--- src/rtl/audio_cycle_ctrl.sv ---
// audio_cycle_ctrl: bus master sequencing one jack cycle on the 4-register stereo sample mux.
// Define AUDIO_CYCLE_CTRL_PEAK_EN to add l_peak/r_peak magnitude tracking outputs.
module audio_cycle_ctrl #(
  parameter int unsigned FIFO_WIDTH = 6
) (
  input  logic                  clk,
  input  logic                  reset,
  input  logic                  start,
  input  logic                  stop,
  input  logic [FIFO_WIDTH:0]   frames_cfg,
  input  logic                  trig,
  output logic [1:0]            address,
  output logic                  read,
  output logic                  write,
  output logic [31:0]           datain,
  input  logic [31:0]           dataout,
  output logic [23:0]           l_sample,
  output logic [23:0]           r_sample,
  output logic                  sample_valid,
  input  logic                  sample_ready,
  output logic                  busy,
  output logic                  done,
  output logic                  overrun
`ifdef AUDIO_CYCLE_CTRL_PEAK_EN
  ,
  output logic [22:0]           l_peak,
  output logic [22:0]           r_peak
`endif
);

  localparam int unsigned CW = FIFO_WIDTH + 1;

  typedef enum logic [3:0] {
    S_IDLE,
    S_CFG_SIZE,
    S_CFG_ACT,
    S_WAIT_TRIG,
    S_RD_L,
    S_CAP_L,
    S_RD_R,
    S_CAP_R,
    S_PUSH,
    S_END
  } state_t;

  state_t          state, state_nxt;
  logic            trig_q;
  logic            pending;
  logic            stop_req;
  logic [CW-1:0]   frames_q;
  logic [CW-1:0]   cnt;
  logic [CW-1:0]   cnt_inc;
  logic [23:0]     l_hold;
  logic [23:0]     r_hold;
  logic            trig_edge;
  logic            push_go;
  logic            last_frame;
  logic            cycle_start;
  logic            rd_nxt;
  logic            wr_nxt;
  logic [1:0]      addr_nxt;
  logic [31:0]     data_nxt;
  logic            unused_dout;

  assign unused_dout = ^dataout[7:0];
  assign trig_edge   = trig && !trig_q;
  assign push_go     = !sample_valid || sample_ready;
  assign cnt_inc     = cnt + CW'(1);
  // frames_q == 0 means free-run, so the wrapped count must never match it
  assign last_frame  = (frames_q != '0) && (cnt_inc == frames_q);
  assign cycle_start = (state == S_IDLE) && start;

  always_comb begin
    state_nxt = state;
    case (state)
      S_IDLE:      if (start) state_nxt = S_CFG_SIZE;
      S_CFG_SIZE:  state_nxt = S_CFG_ACT;
      S_CFG_ACT:   state_nxt = S_WAIT_TRIG;
      S_WAIT_TRIG: begin
        if (stop_req)                  state_nxt = S_END;
        else if (trig_edge || pending) state_nxt = S_RD_L;
      end
      S_RD_L:      state_nxt = S_CAP_L;
      S_CAP_L:     state_nxt = S_RD_R;
      S_RD_R:      state_nxt = S_CAP_R;
      S_CAP_R:     state_nxt = S_PUSH;
      S_PUSH: begin
        if (push_go) state_nxt = (last_frame || stop_req) ? S_END : S_WAIT_TRIG;
      end
      S_END:       state_nxt = S_IDLE;
      default:     state_nxt = S_IDLE;
    endcase
  end

  // Bus strobes are registered from the next state so they are active for exactly the
  // state's cycle; CFG_SIZE is only entered from IDLE, hence frames_cfg rather than frames_q.
  always_comb begin
    rd_nxt   = 1'b0;
    wr_nxt   = 1'b0;
    addr_nxt = address;
    data_nxt = datain;
    case (state_nxt)
      S_CFG_SIZE: begin wr_nxt = 1'b1; addr_nxt = 2'd3; data_nxt = 32'(frames_cfg); end
      S_CFG_ACT:  begin wr_nxt = 1'b1; addr_nxt = 2'd2; data_nxt = 32'd1; end
      S_RD_L:     begin rd_nxt = 1'b1; addr_nxt = 2'd0; end
      S_RD_R:     begin rd_nxt = 1'b1; addr_nxt = 2'd1; end
      S_END:      begin wr_nxt = 1'b1; addr_nxt = 2'd2; data_nxt = 32'd0; end
      default:    ;
    endcase
  end

  always_ff @(posedge clk) begin
    if (reset) begin
      state        <= S_IDLE;
      trig_q       <= 1'b0;
      pending      <= 1'b0;
      stop_req     <= 1'b0;
      overrun      <= 1'b0;
      frames_q     <= '0;
      cnt          <= '0;
      l_hold       <= '0;
      r_hold       <= '0;
      address      <= '0;
      read         <= 1'b0;
      write        <= 1'b0;
      datain       <= '0;
      l_sample     <= '0;
      r_sample     <= '0;
      sample_valid <= 1'b0;
      busy         <= 1'b0;
      done         <= 1'b0;
    end else begin
      state   <= state_nxt;
      trig_q  <= trig;
      address <= addr_nxt;
      read    <= rd_nxt;
      write   <= wr_nxt;
      datain  <= data_nxt;
      busy    <= (state_nxt != S_IDLE);
      done    <= (state_nxt == S_END);

      if (cycle_start) begin
        frames_q <= frames_cfg;
        cnt      <= '0;
      end

      if (cycle_start || state == S_END) stop_req <= 1'b0;
      else if (stop && state != S_IDLE)  stop_req <= 1'b1;

      // One-deep request memory for edges that arrive while the FSM is not waiting
      if (cycle_start) begin
        pending <= 1'b0;
        overrun <= 1'b0;
      end else if (trig_edge && state != S_WAIT_TRIG) begin
        if (pending) overrun <= 1'b1;
        else         pending <= 1'b1;
      end else if (state == S_WAIT_TRIG && !stop_req && (trig_edge || pending)) begin
        pending <= 1'b0;
      end

      if (state == S_CAP_L) l_hold <= dataout[31:8];
      if (state == S_CAP_R) r_hold <= dataout[31:8];

      if (state == S_PUSH && push_go) begin
        l_sample     <= l_hold;
        r_sample     <= r_hold;
        sample_valid <= 1'b1;
        cnt          <= cnt_inc;
      end else if (sample_valid && sample_ready) begin
        sample_valid <= 1'b0;
      end
    end
  end

`ifdef AUDIO_CYCLE_CTRL_PEAK_EN
  function automatic logic [22:0] sat_mag(input logic [23:0] s);
    logic [23:0] neg;
    neg = -s;
    if (!s[23])              return s[22:0];
    else if (s == 24'h800000) return '1;
    else                      return neg[22:0];
  endfunction

  logic [22:0] in_mag;
  assign in_mag = sat_mag(dataout[31:8]);

  always_ff @(posedge clk) begin
    if (reset || cycle_start) begin
      l_peak <= '0;
      r_peak <= '0;
    end else begin
      if (state == S_CAP_L && in_mag > l_peak) l_peak <= in_mag;
      if (state == S_CAP_R && in_mag > r_peak) r_peak <= in_mag;
    end
  end
`else
  // Peak tracking not built: no additional state.
`endif

endmodule

--- config.mk ---
export PLATFORM = sky130hd
export DESIGN_NAME = audio_cycle_ctrl
export DESIGN_NICKNAME = d
export VERILOG_FILES = /design/src/rtl/audio_cycle_ctrl.sv
export SDC_FILE = /design/constraint.sdc
export NUM_CORES = 1
export LEC_CHECK = 0
export BUFFER_PORTS_ARGS = -buffer_cell sky130_fd_sc_hd__buf_2
export CORE_ASPECT_RATIO = 1.4
export CORE_UTILIZATION = 48
export CTS_CLUSTER_SIZE = 25
export DETAILED_ROUTE_END_ITERATION = 8
export PLACE_DENSITY = 0.81
export SETUP_SLACK_MARGIN = 0.15
export SYNTH_ARGS = -nofsm -noshare
export SYNTH_HDL_FRONTEND = slang
export SYNTH_SLANG_ARGS = --single-unit
--- constraint.sdc ---
create_clock -name clk -period 2 [get_ports clk]
set_clock_uncertainty 0.15 [all_clocks]
set_input_delay 0.2 -clock clk [delete_from_list [all_inputs] [get_ports clk]]
set_output_delay 0.2 -clock clk [all_outputs]
set_load 0.03 [all_outputs]
# Yosys cells after proc, flatten, opt, wreduce, memory -nomap -nowiden
# Cells that the tools add are included.
# totals
regBits,157
out_inout_bits,88
word_cells,82
# classes
n_addsub,1
n_eq_ne,16
muxes,16
reduce_logical,31
# ops
operator,n
one-hot mux 32 bit (3 select lines),1
one-hot mux 4 bit (9 select lines),1
"== test 4 x 3 -> 1 bit, second input constant",6
two-way mux 4 bit,5
two-way mux 7 bit,2
"== test 4 x 2 -> 1 bit, second input constant",3
"== test 4 bit, second input constant",3
nonzero test 4 bit,3
logical AND 1 bit,9
"== test 4 x 1 -> 1 bit, second input constant",2
one-hot mux 2 bit (4 select lines),1
OR reduction 2 bit,4
"adder 7 x 1 -> 7 bit, second input constant",1
== test 7 bit,1
nonzero test 7 bit,1
two-way mux 1 bit,6
nonzero test 2 bit,3
zero test 4 bit,1
logical OR 1 bit,4
"!= test 4 x 2 -> 1 bit, second input constant",1
zero test 1 bit,3
nonzero test 3 bit,1
OR reduction 3 bit,1
AND reduction 2 bit,1

# Depth between registers and ports, before layout
# Gate-level depths: netlist (run 1).
# depth
word_depth,10
ltp_mapped,9
mapped_depth_nobuf,7

# Worst setup path before layout (run 1)
# Ideal clock, no wire load.
# synth_path
kind,flip-flop to flip-flop
start,reg cnt[0]
end,reg datain[1]
setup_time_ns,0.075
t_arrival_ns,1.913
t_required_ns,1.775
path_slack_ns,-0.138
stages_incl_launch_ff,9
cell_sequence,dfxtp_1 -> ha_1 -> nor3b_1 -> o21a_1 -> o31ai_1 -> nor4_2 -> or3_1 -> buf_6 -> a22oi_2
# synth_between
elab_chain_cells,9
# synth_rtl
element,line,source
from (decl),51,logic [CW-1:0] cnt;
from (signal assigned),168,cnt <= cnt_inc;
adder 7 x 1 -> 7 bit *,68,assign cnt_inc = cnt + CW'(1);
== test 7 bit *,70,assign last_frame = (frames_q != '0) && (cnt_inc == frames_q);
logical AND 1 bit *,70,
logical OR 1 bit *,88,if (push_go) state_nxt = (last_frame || stop_req) ? S_END : S_WAIT_TRIG;
two-way mux 4 bit * (2 in series),88,
one-hot mux 4 bit (9 select lines) *,75,case (state)
"== test 4 bit, or another cell as far along",102,case (state_nxt)
one-hot mux 32 bit (3 select lines) or nonzero test 3 bit (tied branches),n/a,
to (signal assigned),138,datain <= data_nxt;
to (decl),15,"output logic [31:0] datain,"
# Every way passes the cells marked *; elsewhere a longest branch is shown, timed or not. The select of a mux whose other input is x is not followed.
# A chain may end at the register's enable or synchronous reset.

# Worst setup path after layout (run 1)
# layout_path
start,reg cnt[0]
end,reg datain[2]
# The elaborated chain is that of the path after synthesis.

==> flow_summary.toml, run 1 <==
[status]
outcome = "finished with violations"
violations = "setup timing"

[clocking]
clk_pin_slew_ns = 0.06
insertion_delay_ns = 0.42
cts-htree-levels = 4
cts_tree = "built"
clock-sinks = 132
ctsLongestPathBuffers = 2
numCtsBuffers = 17
cts_root_buffer = "clkbuf_16"

[power]
p_per_area_nw_per_um2 = 931
leakage_nw = 2.94
peakVddDrop_mv = 0.680

[floorplanning]
coreArea_um2 = 10500
die_h_um = 126
num_rows = 44
fp.dieArea_um2 = 11400
ios = 133
die_w_um = 90.6
start_util_pct = 50.2

[cells_and_area]
syn_to_final_growth_pct = 38.2
layout-drive-gt1-share_pct = 28.1
nets = 863
nFillCells = 796
n_antenna_cell = 0

[worst_hold_path]
hp-start = "trig"
hold_class = "input pin to flop"
whs_path_depth = 5

[timing]
fin_crit_sh_pct = 103
slew_headroom_pct = 54.0
min_period_ns = 2.06
slew_violations = 0
final-hold-violation-count = 0
rsz0062_at_grt = "true"
setup_tns_ns = -0.349
timing.fmax_mhz = 485
setup_ws_ns = -0.0606
finalSetupViolCount = 9
tightest_slew_ns = 0.690

[detailed_routing]
firstDrtPassIters = 5
via_per_inst = 5.26
drc = 0
drtIter0Drc = 269
dr_total_vias = 5088
post_drt_wl_per_cell_um = 14.8
ant_nets = 0
wl_mm = 14.3

[synth]
ys.flop_type = "dfxtp_1"
synthCells = 657
ys_seq_area_share_pct = 50.1
synth-warning-count = 0
synth-edff-count = 0
synth_area_um2 = 5280
yosys.cell_types.count = 53
ys_ff_latch = 132
synthArstFlopShare_pct = 0
syn_avg_cell_area_um2 = 8.03

[critical_path]
critPathCaptureType = "flop"
reg2regPathDepth = 8
reg2reg_from = "cnt[0]"
critPathKind = "flop to flop"
r2r_end = "datain[2]"
r2r_slack_ns = -0.06
worst-path-stages = 8
crit_required_ns = 2.19
slowest_delay_ns = 0.35
crit_chain = "buf_4, and3_1, nand3_1, xnor2_1, nor4_4, or3_4, buf_12, a22oi_2"
arrival_ns = 2.25
crit_start = "cnt[0]"
start_kind = "flop"
critical_path_buf_inv_count = 2
crit_end = "datain[2]"
critPathSlowestCell = "dfxtp_4"
cp_max_fo = 6
path_delay_family = "simple AND/OR/NAND/NOR gates"

[place]
pre_cts_ws_ns = -0.122
dp_hpwl_mm = 8.68
gp_congestion = 0.854
io_buffers = 99

[global_routing]
grt_pass1_wl_mm = 22.5
grt_max_degree = 71
grt_usage_pct = 24.5
met2_usage_pct = 43.9
gr-usage-met1_pct = 27.1
antenna_found_initial = 0
globalRouteOverflowTotal = 0
met3_usage_pct = 6.16
grt-busiest-layer = "met2"
grt_pass1_vias = 4863

[run]
drv_cap = 0
[cells in the mapped netlist, types with 4 or more instances]
library cell	instances	area share (%)
and3_1	5	0.59
nor2b_1	5	0.59
a22oi_2	6	1.4
buf_4	28	4.0
a21oi_1	116	11
nand3b_1	4	0.57
xnor2_1	6	1.0
clkbuf_1	36	2.6
and2_1	4	0.47
dfxtp_1	132	50
o21ai_0	7	0.66
nand3_1	4	0.38
nor3_1	7	0.66
inv_1	4	0.28
nand2_1	220	16
nor2_1	23	1.6
[flip-flops by register name, indices dropped and copies added, names as in the netlist]
signal and count:
r_hold 24, pending 1, read 1, done 1, cnt 7, address 2
busy 1, r_sample 24, overrun 1, write 1, l_sample 24, frames_q 7
datain 7, l_hold 24, trig_q 1, stop_req 1, state 4, sample_valid 1
[per-layer routing]
layer / vias to the layer above / part of all wire [%] / wire length (µm)
li1: 2441 / - / -
met2: 214 / 53 / 7610
met5: - / 0 / 0
met3: 29 / 6.2 / 888
met4: 0 / 2.1 / 303
met1: 2404 / 39 / 5520
[worst min path at each step]
stage / to / slack, ns
final: pending / 0.10
after floorplan: trig_q / 0.18
after detailed placement: r_sample[8] / 0.29
after CTS: sample_valid / 0.09
after global placement: l_sample[23] / 0.29
after global routing: sample_valid / 0.13
[power breakdown]
part / total [mW] / internal [mW] / leakage [nW] / switching [mW]
clock: 3.21 / 2.04 / 0.295 / 1.17
sequential: 2.74 / 2.69 / 1.07 / 0.0503
combinational: 0.838 / 0.359 / 1.58 / 0.480
[per-stage QoR]
| stage | hold slack [ns] | instance area (µm²) | cells | utilization (%) | power (mW) |
|---|---|---|---|---|---|
| floorplan | 0.178 | 5420 | 681 | - | 3.27 |
| global placement | 0.288 | 6110 | 897 | 58.1 | 3.45 |
| detailed placement | 0.292 | 6110 | 897 | 58.1 | 3.46 |
| CTS | 0.0884 | 7200 | 965 | 68.5 | 6.76 |
| global route | 0.126 | 7300 | 968 | 69.4 | 6.99 |
| finish | 0.100 | 7300 | 968 | 69.4 | 6.79 |
[logic make-up (layout without fill, tap and decap cells)]
logic type                 Yosys count  after routing  share of synthesized area (%)
DFF                                132            132                           50.1
xor gates and xnor gates             9              9                           1.49
and+or+nand+nor                    291            291                           23.7
buffers and inverters               72            221                           7.56
adders and majority gates            1              1                          0.237
AOI/OAI and AO/OA                  150            150                           16.7
muxes                                1              1                          0.190
other                                1             25                         0.0710
[tightest hold or removal path: stages]
cell and delay (ns):
buf_2 0.11, nand2b_1 0.09, nor2_1 0.06, a21oi_1 0.11
nor3_1 0.05
[cells in the final DEF, fill, tap and decap left out, types with 6 or more instances in the layout]
| master | Yosys | routed |
|---|---|---|
| dlygate4sd3_1 | 0 | 33 |
| buf_2 | 1 | 98 |
| clkbuf_16 | 0 | 18 |
| o21ai_0 | 7 | 6 |
| clkbuf_8 | 0 | 6 |
| nor2_1 | 23 | 18 |
| a22oi_2 | 6 | 6 |
| conb_1 | 1 | 25 |
| nand2_1 | 220 | 219 |
| dfxtp_1 | 132 | 124 |
| nor3_1 | 7 | 7 |
| a21oi_1 | 116 | 113 |
| buf_4 | 28 | 45 |
[final cells by class]
class                   count  area, µm²  share of cell area, %
clock buffers              23        508                   6.96
clock inverters             9        116                   1.59
multi-input cells         477       2500                   34.3
well taps                 138        173                   2.37
repair buffers            185       1330                   18.2
flip-flops and latches    132       2660                   36.5
inverters                   4       15.0                  0.206
[repair_timing]
action | 4_1_cts | 5_1_grt
resized for setup | 24 | 16
endpoints found under the setup margin | 45 | 49
endpoints found under the hold margin | 63 | 0
hold buffers | 33 | 0
setup buffers | 3 | 2
pin swaps | 4 | 7
gates cloned | 0 | 1
No activity file was read; power rests on OpenSTA's default activity.
==> inputs of run 2 (changes only) <==
- TNS_END_PERCENT: default -> 5
==> flow_summary.toml, run 2 (same netlist as run 1, synthesis figures left out) <==
[clocking]
clk_pin_slew_ns = 0.05
numCtsBuffers = 17
cts_tree = "built"
cts_root_buffer = "clkbuf_16"
clock-sinks = 132
ctsLongestPathBuffers = 2
insertion_delay_ns = 0.41
cts-htree-levels = 4

[power]
internal-power_mw = 4.89
switching_power_mw = 1.59
clkPwrFrac_pct = 46.0
pwr-share-comb_pct = 11.6
switching_share_pct = 24.5
peakVddDrop_mv = 0.619
p_seq_share_pct = 42.4
leakage_nw = 2.87
p_per_area_nw_per_um2 = 911

[timing]
slew_violations = 0
slew_headroom_pct = 65.2
rsz0062_at_grt = "true"
timing.fmax_mhz = 476
finalSetupViolCount = 10
tightest_slew_ns = 0.523
min_period_ns = 2.10
final-hold-violation-count = 0
setup_tns_ns = -0.690
fin_crit_sh_pct = 105
setup_ws_ns = -0.101

[detailed_routing]
drtIter0Drc = 245
drc = 0
firstDrtPassIters = 4
post_drt_wl_per_cell_um = 14.0
ant_nets = 0
dr_total_vias = 4960
via_per_inst = 5.17
wl_mm = 13.4

[place]
dpl.cell_count = 894
io_buffers = 99
gp_congestion = 0.857
dp_hpwl_mm = 8.58

[critical_path]
crit_required_ns = 2.18
start_kind = "flop"
critical_path_buf_inv_count = 1
critPathKind = "flop to flop"
crit_chain = "ha_4, nor3b_1, o21a_1, o31ai_4, nor4_2, buf_4, or3_4, a22oi_2"
arrival_ns = 2.28
critPathCaptureType = "flop"
slowest_delay_ns = 0.39
cp_max_fo = 6
critPathSlowestCell = "or3_4"
path_delay_family = "compound AO/OA/AOI/OAI gates"

[floorplanning]
start_util_pct = 50.2
num_rows = 44
fp.dieArea_um2 = 11400
die_h_um = 126
coreArea_um2 = 10500
die_w_um = 90.6
ios = 133

[cells_and_area]
nFillCells = 834
layout-drive-gt1-share_pct = 25.9
mostFrequentLayoutCell = "nand2_1"
syn_to_final_growth_pct = 34.6
nets = 855
fin_cells = 960
final_cell_mix = "nand2_1, dfxtp_1, a21oi_1"

[status]
outcome = "finished with violations"
violations = "setup timing"

[run]
drv_cap = 0

[global_routing]
grt_max_degree = 121
antenna_found_initial = 1
globalRouteOverflowTotal = 0
grt_pass1_wl_mm = 22.1
grt_usage_pct = 24.0
grt_pass1_vias = 4780

[worst_hold_path]
hold_class = "input pin to flop"
## run 2: changes by cell type in the layout (fill, tap and decap cells not counted), moves of 4 or more
cell	change
clkbuf_8	-4
clkbuf_1	+4
buf_4	-8
buf_6	+5
## run 2: metal layers
layer,up-vias,track usage (%),part of all wire (%)
met2,178,41.4,51
met4,0,10.2,1.8
met3,21,5.98,6.0
met5,-,0,0
li1,2428,-,-
met1,2333,28.2,41
## run 2: layout make-up
cell class / count / area, µm² / share of cell area, %
flip-flops and latches: 132 / 2660 / 37.4
multi-input cells: 477 / 2460 / 34.6
repair buffers: 177 / 1230 / 17.3
clock buffers: 23 / 468 / 6.58
well taps: 138 / 173 / 2.43
clock inverters: 8 / 101 / 1.43
inverters: 4 / 15.0 / 0.211
diodes: 1 / 2.50 / 0.0352
## run 2: final timing paths
| check | to | from | slack, ns | cells past startpoint |
|---|---|---|---|---|
| max | datain[1] | cnt[0] | -0.10 | 8 |
| min | state[2] | reset | 0.05 | 3 |
| max reg2reg | datain[1] | cnt[0] | -0.10 | 8 |
| min reg2reg | r_sample[19] | r_sample[19] | 0.30 | 2 |
## run 2: tightest hold or removal path, stage by stage
cell,delay (ns)
buf_4,0.10
inv_1,0.08
and2_1,0.17
## run 2: repair_timing
item / CTS / global route
hold endpoints to repair: 62 / 0
endpoints found under the setup margin: 43 / 51
gates resized for setup: 19 / 11
gates cloned: 0 / 0
buffers inserted: 1 / 1
hold buffers: 32 / 0
pin swaps: 6 / 9
## run 2: power groups by stage
stage	clock [mW]	combinational [mW]	sequential [mW]
2_1_floorplan	0	0.421	2.85
3_3_place_gp	0	0.645	2.79
3_5_place_dp	0	0.666	2.79
4_1_cts	3.02	0.735	2.74
5_1_grt	3.13	0.811	2.75
6_report	2.98	0.752	2.75
## run 2: stage by stage
stage	hold WS [ns]	power (mW)	util, %	setup WS, ns	area, µm²
global placement	0.286	3.44	57.9	-0.0622	6090
CTS	0.0339	6.50	67.1	-0.150	7060
floorplan	0.178	3.27	-	0.0265	5420
detailed placement	0.295	3.46	57.9	-0.100	6090
global route	0.0639	6.70	67.6	-0.157	7110
finish	0.0465	6.48	67.6	-0.101	7110
==> inputs of run 3 (changes only) <==
--- a/config.mk
+++ b/config.mk
@@ -6,10 +6,11 @@
 export NUM_CORES = 1
 export LEC_CHECK = 0
+export ABC_AREA = 1
 export BUFFER_PORTS_ARGS = -buffer_cell sky130_fd_sc_hd__buf_2
 export CORE_ASPECT_RATIO = 1.4
-export CORE_UTILIZATION = 48
+export CORE_UTILIZATION = 47
 export CTS_CLUSTER_SIZE = 25
 export DETAILED_ROUTE_END_ITERATION = 8
-export PLACE_DENSITY = 0.81
+export PLACE_DENSITY = 0.8
 export SETUP_SLACK_MARGIN = 0.15
 export SYNTH_ARGS = -nofsm -noshare
==> constraint.sdc (replaced) <==
create_clock -name clk -period 2 [get_ports clk]
set_clock_uncertainty 0.15 [all_clocks]
set_input_delay 0.1 -clock clk [delete_from_list [all_inputs] [get_ports clk]]
set_output_delay 0.1 -clock clk [all_outputs]
set_load 0.03 [all_outputs]
==> flow_summary.toml, run 3 <==
[critical_path]
start_kind = "flop"
r2r_end = "datain[2]"
critPathSlowestCell = "dfxtp_2"
r2r_slack_ns = 0.006
crit_chain = "ha_4, nand2_4, nor2_4, nand2_2, nand2_2, nand2_2, nand2_1, nand2_1, nor2_1, nand2_2, nand3_4, nand4_4, nand3_2, a21oi_1"
reg2regPathDepth = 14
arrival_ns = 2.10
critPathCaptureType = "flop"
cp_common_cell = "nand2_2"
critPathKind = "flop to flop"
reg2reg_from = "cnt[0]"
cp_max_fo = 5
crit_required_ns = 2.11
slowest_delay_ns = 0.35

[global_routing]
grt_max_degree = 77
grt_usage_pct = 23.2
grt_pass1_vias = 4538
grt_pass1_wl_mm = 21.0
globalRouteOverflowTotal = 0
antenna_found_initial = 0

[floorplanning]
die_h_um = 126
fp.dieArea_um2 = 11500
ios = 133
num_rows = 45
die_w_um = 90.7
coreArea_um2 = 10800
start_util_pct = 47.9

[timing]
final-hold-violation-count = 0
finalSetupViolCount = 0
min_period_ns = 1.99
setup_tns_ns = 0
slew_violations = 0
fin_crit_sh_pct = 99.7
setup_ws_ns = 0.00611
timing.fmax_mhz = 502
rsz0062_at_grt = "true"
slew_headroom_pct = 45.8
tightest_slew_ns = 0.811

[power]
p_per_area_nw_per_um2 = 950
leakage_nw = 3.09
peakVddDrop_mv = 0.724

[detailed_routing]
post_drt_wl_per_cell_um = 13.1
wl_mm = 13.0
via_per_inst = 4.95
drc = 0
ant_nets = 0
dr_total_vias = 4897
drtIter0Drc = 274
firstDrtPassIters = 4

[clocking]
cts_root_buffer = "clkbuf_16"
numCtsBuffers = 17
cts-htree-levels = 4
cts_tree = "built"
clk_pin_slew_ns = 0.06
insertion_delay_ns = 0.41
clock-sinks = 132
ctsLongestPathBuffers = 2

[synth]
synth_common_cells = "nand2_1, dfxtp_1, nor2_1, a21oi_1, o21ai_0"
syn_avg_cell_area_um2 = 7.41
netlist_top_cells_area = "dfxtp_1, nand2_1, nor2_1"
ys_seq_area_share_pct = 51.0
synth_area_um2 = 5180
yosys.cell_types.count = 27
synth-warning-count = 0
synthCells = 699
synthArstFlopShare_pct = 0
synth-edff-count = 0
synth_most_common_cell = "nand2_1"
ys_ff_latch = 132
synth.top_cell.area_share_pct = 51.0
synth.largest_area_cell = "dfxtp_1"
ys.flop_type = "dfxtp_1"

[worst_hold_path]
hold_end = "overrun"
hp-start = "reset"
whs_path_depth = 4
hold_class = "input pin to flop"

[cells_and_area]
syn_to_final_growth_pct = 31.8
nets = 882
final_cell_mix = "nand2_1, dfxtp_1, nor2_1"
n_antenna_cell = 0
layout-drive-gt1-share_pct = 21.9
mostFrequentLayoutCell = "nand2_1"

[run]
drv_cap = 0

[place]
io_buffers = 99
dp_hpwl_mm = 8.00
pre_cts_ws_ns = -0.0257
gp_congestion = 0.868

[status]
outcome = "finished clean"
[run 3: logic make-up after synthesis]
group,synth area share [%]
adder cells (fa/ha/maj),0.242
flip-flops,51.0
AND/OR/NAND/NOR,26.3
buffers and inverters,9.49
AO/OA/AOI/OAI,12.9
other,0.0724
[run 3: where the power goes]
part / leakage (nW) / switching [mW] / internal [mW] / total, mW
Combinational: 1.74 / 0.447 / 0.232 / 0.678
Clock: 0.287 / 1.09 / 1.98 / 3.07
Sequential: 1.07 / 0.0452 / 2.70 / 2.74
[run 3: area by class of cell]
cell class,count,area (µm²)
tap,141,176
multi-input combinational,490,2260
clock inverter,10,131
fill,947,3980
inverter,42,160
clock buffer,21,450
timing repair buffer,153,1010
sequential,132,2650
[run 3: worst max-delay path: cells and delay by family (launching register included)]
family,cells,cell delay (ns)
simple gates,12,1.11
flops,1,0.35
fa+ha+maj,1,0.16
compound gates,1,0.07
[run 3: worst max path at each step]
stage	startpoint	endpoint	slack, ns	depth (start not counted)
finish	cnt[0]	datain[2]	0.006	14
global route	cnt[1]	datain[2]	-0.16	14
global placement	cnt[0]	datain[2]	0.04	14
CTS	cnt[1]	datain[2]	0.05	14
floorplan	cnt[1]	address[0]	0.15	16
detailed placement	cnt[1]	datain[2]	-0.03	14
[run 3: repair_timing]
action | in CTS | in global routing
resized for setup | 8 | 18
endpoints found under the setup margin | 14 | 69
pin swaps | 3 | 10
hold buffers | 36 | 0
setup buffers | 0 | 1
gates cloned | 1 | 0
endpoints found under the hold margin | 68 | 0
[run 3: layer usage]
metal / wire length [µm] / vias to the layer above / part of all wire [%] / global-route usage (%)
li1: - / 2455 / - / -
met1: 5360 / 2260 / 41 / 26.2
met2: 6620 / 151 / 51 / 41.0
met3: 688 / 31 / 5.3 / 6.10
met4: 330 / 0 / 2.5 / 9.96
met5: 0 / - / 0 / 0
[run 3: stage by stage]
stage | area (µm²) | std cells | utilization (%) | hold WS [ns] | total power [mW]
finish | 6830 | 989 | 63.2 | 0.0192 | 6.49
global route | 6830 | 989 | 63.2 | 0.0432 | 6.72
CTS | 6750 | 988 | 62.5 | 0.0148 | 6.50
detailed placement | 5760 | 920 | 53.3 | 0.191 | 3.36
global placement | 5760 | 920 | 53.3 | 0.184 | 3.35
floorplan | 5270 | 723 | - | 0.0849 | 3.22
